===== src/rtl/sram_controller.sv =====
// Sequences 32-bit MEM-stage loads/stores onto a 16-bit SRAM as two wait-stated
// half-word phases (low half first); ready low freezes the pipeline meanwhile.
module sram_controller #(
    parameter int WAIT_STATES = 1,
    parameter int ADDR_BASE   = 1024,
    parameter int SRAM_AW     = 18
) (
    input  logic               clk,
    input  logic               rst,
    input  logic               MEM_R_EN,
    input  logic               MEM_W_EN,
    input  logic [31:0]        address,
    input  logic [31:0]        writeData,
    output logic [31:0]        readData,
    output logic               ready,
    output logic [SRAM_AW-1:0] SRAM_ADDR,
    output logic [15:0]        SRAM_WDATA,
    input  logic [15:0]        SRAM_RDATA,
    output logic               SRAM_WE_N,
    output logic               SRAM_OE_N
);

    localparam logic [1:0] S_IDLE = 2'd0;
    localparam logic [1:0] S_LO   = 2'd1;
    localparam logic [1:0] S_HI   = 2'd2;
    localparam logic [1:0] S_DONE = 2'd3;

    localparam int CW = (WAIT_STATES > 0) ? $clog2(WAIT_STATES + 1) : 1;
    localparam int IW = SRAM_AW - 1;
    localparam logic [CW-1:0] WAIT_LAST = CW'(WAIT_STATES);

    logic [1:0]    state;
    logic [CW-1:0] wait_cnt;
    logic          op_write;
    logic [IW-1:0] idx_q;
    logic [31:0]   wdata_q;

    logic          req;
    logic          phase_end;
    logic [IW-1:0] new_idx;

    assign req       = MEM_R_EN | MEM_W_EN;
    assign phase_end = (wait_cnt == WAIT_LAST);
    // Word index relative to the data-memory base; out-of-range addresses wrap.
    assign new_idx   = IW'((address - 32'(ADDR_BASE)) >> 2);
    assign ready     = ~req | (state == S_DONE);

    // NOTE: all state here is updated with non-blocking assignments so every
    // register samples pre-edge values, including SRAM_RDATA at phase end.
    always_ff @(posedge clk or negedge rst) begin
        if (!rst) begin
            state      <= S_IDLE;
            wait_cnt   <= '0;
            op_write   <= 1'b0;
            idx_q      <= '0;
            wdata_q    <= '0;
            readData   <= '0;
            SRAM_ADDR  <= '0;
            SRAM_WDATA <= '0;
            SRAM_WE_N  <= 1'b1;
            SRAM_OE_N  <= 1'b1;
        end else begin
            case (state)
                S_IDLE: begin
                    wait_cnt <= '0;
                    if (req) begin
                        // A simultaneous load is dropped in favour of the store.
                        op_write   <= MEM_W_EN;
                        idx_q      <= new_idx;
                        wdata_q    <= writeData;
                        SRAM_ADDR  <= {new_idx, 1'b0};
                        SRAM_WDATA <= writeData[15:0];
                        SRAM_WE_N  <= ~MEM_W_EN;
                        SRAM_OE_N  <= MEM_W_EN;
                        state      <= S_LO;
                    end
                end
                S_LO: begin
                    if (phase_end) begin
                        wait_cnt   <= '0;
                        SRAM_ADDR  <= {idx_q, 1'b1};
                        SRAM_WDATA <= wdata_q[31:16];
                        if (!op_write) begin
                            readData[15:0] <= SRAM_RDATA;
                        end
                        state <= S_HI;
                    end else begin
                        wait_cnt <= wait_cnt + CW'(1);
                    end
                end
                S_HI: begin
                    if (phase_end) begin
                        wait_cnt  <= '0;
                        SRAM_WE_N <= 1'b1;
                        SRAM_OE_N <= 1'b1;
                        if (!op_write) begin
                            readData[31:16] <= SRAM_RDATA;
                        end
                        state <= S_DONE;
                    end else begin
                        wait_cnt <= wait_cnt + CW'(1);
                    end
                end
                S_DONE: begin
                    state <= S_IDLE;
                end
                default: begin
                    state <= S_IDLE;
                end
            endcase
        end
    end

endmodule

===== config.mk =====
export PLATFORM = sky130hd
export DESIGN_NAME = sram_controller
export DESIGN_NICKNAME = d
export VERILOG_FILES = /design/src/rtl/sram_controller.sv
export SDC_FILE = /design/constraint.sdc
export NUM_CORES = 1
export LEC_CHECK = 0
export CORE_MARGIN = 3
export CORE_UTILIZATION = 49
export DETAILED_ROUTE_END_ITERATION = 10
export HOLD_SLACK_MARGIN = 0.15
export PLACE_DENSITY = 0.92
export REMOVE_ABC_BUFFERS = 1
export SYNTH_ARGS = -nofsm -noshare
export SYNTH_HDL_FRONTEND = slang
export SYNTH_SLANG_ARGS = --single-unit
export TNS_END_PERCENT = 50

===== constraint.sdc =====
create_clock -name clk -period 3.2 [get_ports clk]
set_input_delay 0.8 -clock clk [delete_from_list [all_inputs] [get_ports clk]]
set_output_delay 0.8 -clock clk [all_outputs]
set_load 0.01 [all_outputs]

==> metrics.log <==
INFO  metric post_detailed_route_wirelength_per_cell = 16.7 um
INFO  metric route.detailed.drc = 0
INFO  metric worst_ir_drop_vdd = 458 uV
INFO  metric post_drt_via_cell_ratio = 5.35
INFO  metric cts_inserted_buffers = 9
INFO  metric net-switching-power = 2100 uW
INFO  metric power.clock.fraction = 13.2%
INFO  metric synth_async_reset_ratio = 100%
INFO  metric num_io_pins = 153
INFO  metric timing.critical_path.cells = clkdlybuf4s50_1, o21bai_1, clkdlybuf4s50_1
INFO  metric yosys.area.top_type_share = 57.7%
INFO  metric final_min_period_over_clock_period = 89.6%
INFO  metric gpl.final_weighted_congestion = 0.775
INFO  metric synthFlopType = sky130_fd_sc_hd__dfrtp_1
INFO  metric final-seq-area = 2630 um2
INFO  metric switching_share = 34.3%
INFO  metric cp-start-kind = primary input
INFO  metric floorplan.initialDensity = 50.7%
INFO  metric cpMostUsedCell = sky130_fd_sc_hd__clkdlybuf4s50_1
INFO  metric setup_tns_final = 0 ns
INFO  metric area_growth_syn_to_layout = 37.7%
INFO  metric p_comb_share = 48.0%
INFO  metric power_leakage = 0.00259 uW
INFO  metric power.internal = 4030 uW
INFO  metric chipWidth = 101 um
INFO  metric cts.repair.resized = 0
INFO  metric cpPeakStageDelay = 0.55 ns
INFO  metric via_count = 3234
INFO  metric critPathArrivalTime = 2.07 ns
INFO  metric clock_latency = 0.35 ns
INFO  metric p_per_area = 997 nW/um2
INFO  metric tightest_slew = 0.811 ns
INFO  metric first_iter_violations = 80
INFO  metric timing.max_cap.violations = 0
INFO  metric clock-sinks = 105
INFO  metric synth.avg_cell_area = 12.5 um2
INFO  metric clock-root-buffer = sky130_fd_sc_hd__clkbuf_8
INFO  metric cts.clk_slew.worst_paths = 0.10 ns
INFO  metric timing.final.crit_period = 2.87 ns
INFO  metric dieArea = 10300 um2
INFO  metric status = finished, final reports clean
INFO  metric timing_worst_setup_path_type = in2out
INFO  metric layout.cells.most_common = sky130_fd_sc_hd__clkdlybuf4s50_1
INFO  metric dpl_cell_area = 5950 um2
INFO  metric dp_hpwl = 7740 um
INFO  metric grt_first_pass_wirelength = 15900 um
INFO  metric totalWireLength = 10100 um
INFO  metric timing.clock.skew = 0.0126 ns
INFO  metric fp.coreArea = 8810 um2
INFO  metric class_of_the_tightest_hold_or_removal_check = in2async
INFO  metric std_cell_rows = 34
INFO  metric antenna_violating_nets_post_route = 0
INFO  metric synth-warning-count = 0
INFO  metric cts_tree = built
INFO  metric postCtsHoldBufs = 0
INFO  metric combined_area_of_the_multi_input_logic_cells = 1720 um2
INFO  metric worst_path_top_cell_family_by_delay = buffers and inverters
INFO  metric seq_area_frac_synth = 58.9%
INFO  metric global_route.usage.total = 19.7%
INFO  metric pwr-share-seq = 38.8%
INFO  metric fmax = 0.349 GHz
INFO  metric num-nets-final = 584
INFO  metric fillerInstances = 654
INFO  metric synth_enable_flop_cells = 0
INFO  metric antennaDiodeCount = 0
INFO  metric synthDominantAreaCellType = sky130_fd_sc_hd__dfrtp_1
INFO  metric slew_headroom = 45.8%
INFO  metric post_synth_num_cell_types = 38
INFO  metric timing.critical_path.buf_inv = 2
INFO  metric antenna_found_initial = 0
INFO  metric netlist_instances = 356
INFO  metric finalSetupViolCount = 0
INFO  metric cts_post_setup_buffers_inserted = 0
INFO  metric post_route_cells_drive_above_1_share = 17.7%
INFO  metric worst_hold_slack = 0.471 ns
INFO  metric rsz0062_at_grt = no
INFO  metric slew_viol_final = 0
INFO  metric io_buffers = 137
INFO  metric first_global_vias = 3329
INFO  metric hold_viol_final = 0
INFO  metric post-route-cell-area = 6150 um2
INFO  metric grt_start_max_net_pins = 55
INFO  metric worstPathRequired = 2.40 ns
INFO  metric most-common-layout-cells = sky130_fd_sc_hd__clkdlybuf4s50_1, sky130_fd_sc_hd__dfrtp_1, sky130_fd_sc_hd__mux2_2, sky130_fd_sc_hd__nand2_1, sky130_fd_sc_hd__o21ai_0
INFO  metric grt_overflow_total = 0
INFO  metric synth_top_cells_by_area = sky130_fd_sc_hd__dfrtp_1, sky130_fd_sc_hd__mux2_2, sky130_fd_sc_hd__mux2i_1
INFO  metric timing.critical_path.to_type = primary output
INFO  metric largest_fanout_on_the_critical_path = 6
INFO  metric drt_first_pass_iters = 4
INFO  metric h-tree-depth = 3
INFO  metric postSynthRegisterBits = 105
INFO  metric cts-root-to-sink-buffers = 2
INFO  metric fp.dieH = 101 um
INFO  metric syn-cell-area = 4460 um2
INFO  metric worst_path_max_delay_cell = sky130_fd_sc_hd__clkdlybuf4s50_1
[registers in the layout, indices dropped and copies added, names as in the netlist, 2 cells and up]
name	count
SRAM_ADDR	18
state	2
readData	32
SRAM_WDATA	16
wdata_q	16
idx_q	17
[area by class of cell]
| cell class | instances | area share, % |
|---|---|---|
| well taps | 108 | 2.20 |
| multi-input cells | 226 | 28.0 |
| clock inverters | 4 | 0.875 |
| flip-flops and latches | 105 | 42.8 |
| inverters | 6 | 0.366 |
| clock buffers | 11 | 2.30 |
| repair buffers | 145 | 23.5 |
[stage by stage]
stage	utilization (%)	setup WS (ns)	total power, uW	instances
6_report	69.8	0.332	6130	605
3_3_place_gp	67.6	0.344	5220	590
3_5_place_dp	67.6	0.326	5390	590
5_1_grt	69.8	0.228	6550	605
4_1_cts	69.8	0.323	6190	605
2_1_floorplan	-	0.0896	3890	337
[cells in the mapped netlist (4+ instances only)]
master and count:
sky130_fd_sc_hd__dfrtp_1 103, sky130_fd_sc_hd__mux2_2 59, sky130_fd_sc_hd__nand2_1 46, sky130_fd_sc_hd__o21ai_0 36, sky130_fd_sc_hd__mux2i_1 24, sky130_fd_sc_hd__buf_2 11
sky130_fd_sc_hd__nor2_1 9, sky130_fd_sc_hd__ha_1 7, sky130_fd_sc_hd__inv_1 6, sky130_fd_sc_hd__o21ai_1 6, sky130_fd_sc_hd__xnor2_1 5, sky130_fd_sc_hd__a21oi_1 4
[routing by layer]
layer  part of all wire, %  global-route usage, %  vias to the layer above
li1                      -                      -                     1509
met1                    42                   24.3                     1607
met2                    51                   34.7                      109
met3                   6.8                   4.55                        9
met4                  0.98                   5.52                        0
met5                     0                      0                        -
[kinds of logic after synthesis]
family	count (synthesis)	share of synthesized area (%)
AO/OA/AOI/OAI	60	7.82
XOR/XNOR	7	1.37
adder cells (fa/ha/maj)	7	1.96
buffers and inverters	25	3.03
flip-flops	105	58.9
multiplexers	83	20.3
AND/OR/NAND/NOR	69	6.64
[final timing paths]
path | from | end | slack [ns] | cells past startpoint
setup / recovery | MEM_W_EN | ready | 0.33 | 3
hold / removal | rst | SRAM_WDATA[10]$_DFFE_PN0P_ | 0.47 | 1
setup reg to reg | state[0]$_DFFE_PN0P_ | SRAM_ADDR[10]$_DFFE_PN0P_ | 0.72 | 6
hold reg to reg | SRAM_WDATA[5]$_DFFE_PN0P_ | SRAM_WDATA[5]$_DFFE_PN0P_ | 0.48 | 2
max in group asynchronous | rst | readData[26]$_DFFE_PN0P_ | 1.88 | 2
min in group clk | SRAM_WDATA[5]$_DFFE_PN0P_ | SRAM_WDATA[5]$_DFFE_PN0P_ | 0.48 | 2
[power by group through the flow]
stage               sequential (uW)  combinational, uW  clock (uW)
finish                         2380               2940         809
global route                   2450               3220         879
floorplan                      2540               1360           0
CTS                            2380               2980         827
detailed placement             2410               2980           0
global placement               2350               2870           0
[worst reg2reg max path, stage by stage (launching register included)]
cell	delay, ns
sky130_fd_sc_hd__dfrtp_1	0.43
sky130_fd_sc_hd__inv_1	0.17
sky130_fd_sc_hd__ha_1	0.48
sky130_fd_sc_hd__or3b_1	0.54
sky130_fd_sc_hd__o211ai_4	0.32
sky130_fd_sc_hd__buf_4	0.30
sky130_fd_sc_hd__o21ai_0	0.11
Note: power is estimated with default switching activity, not from simulation.
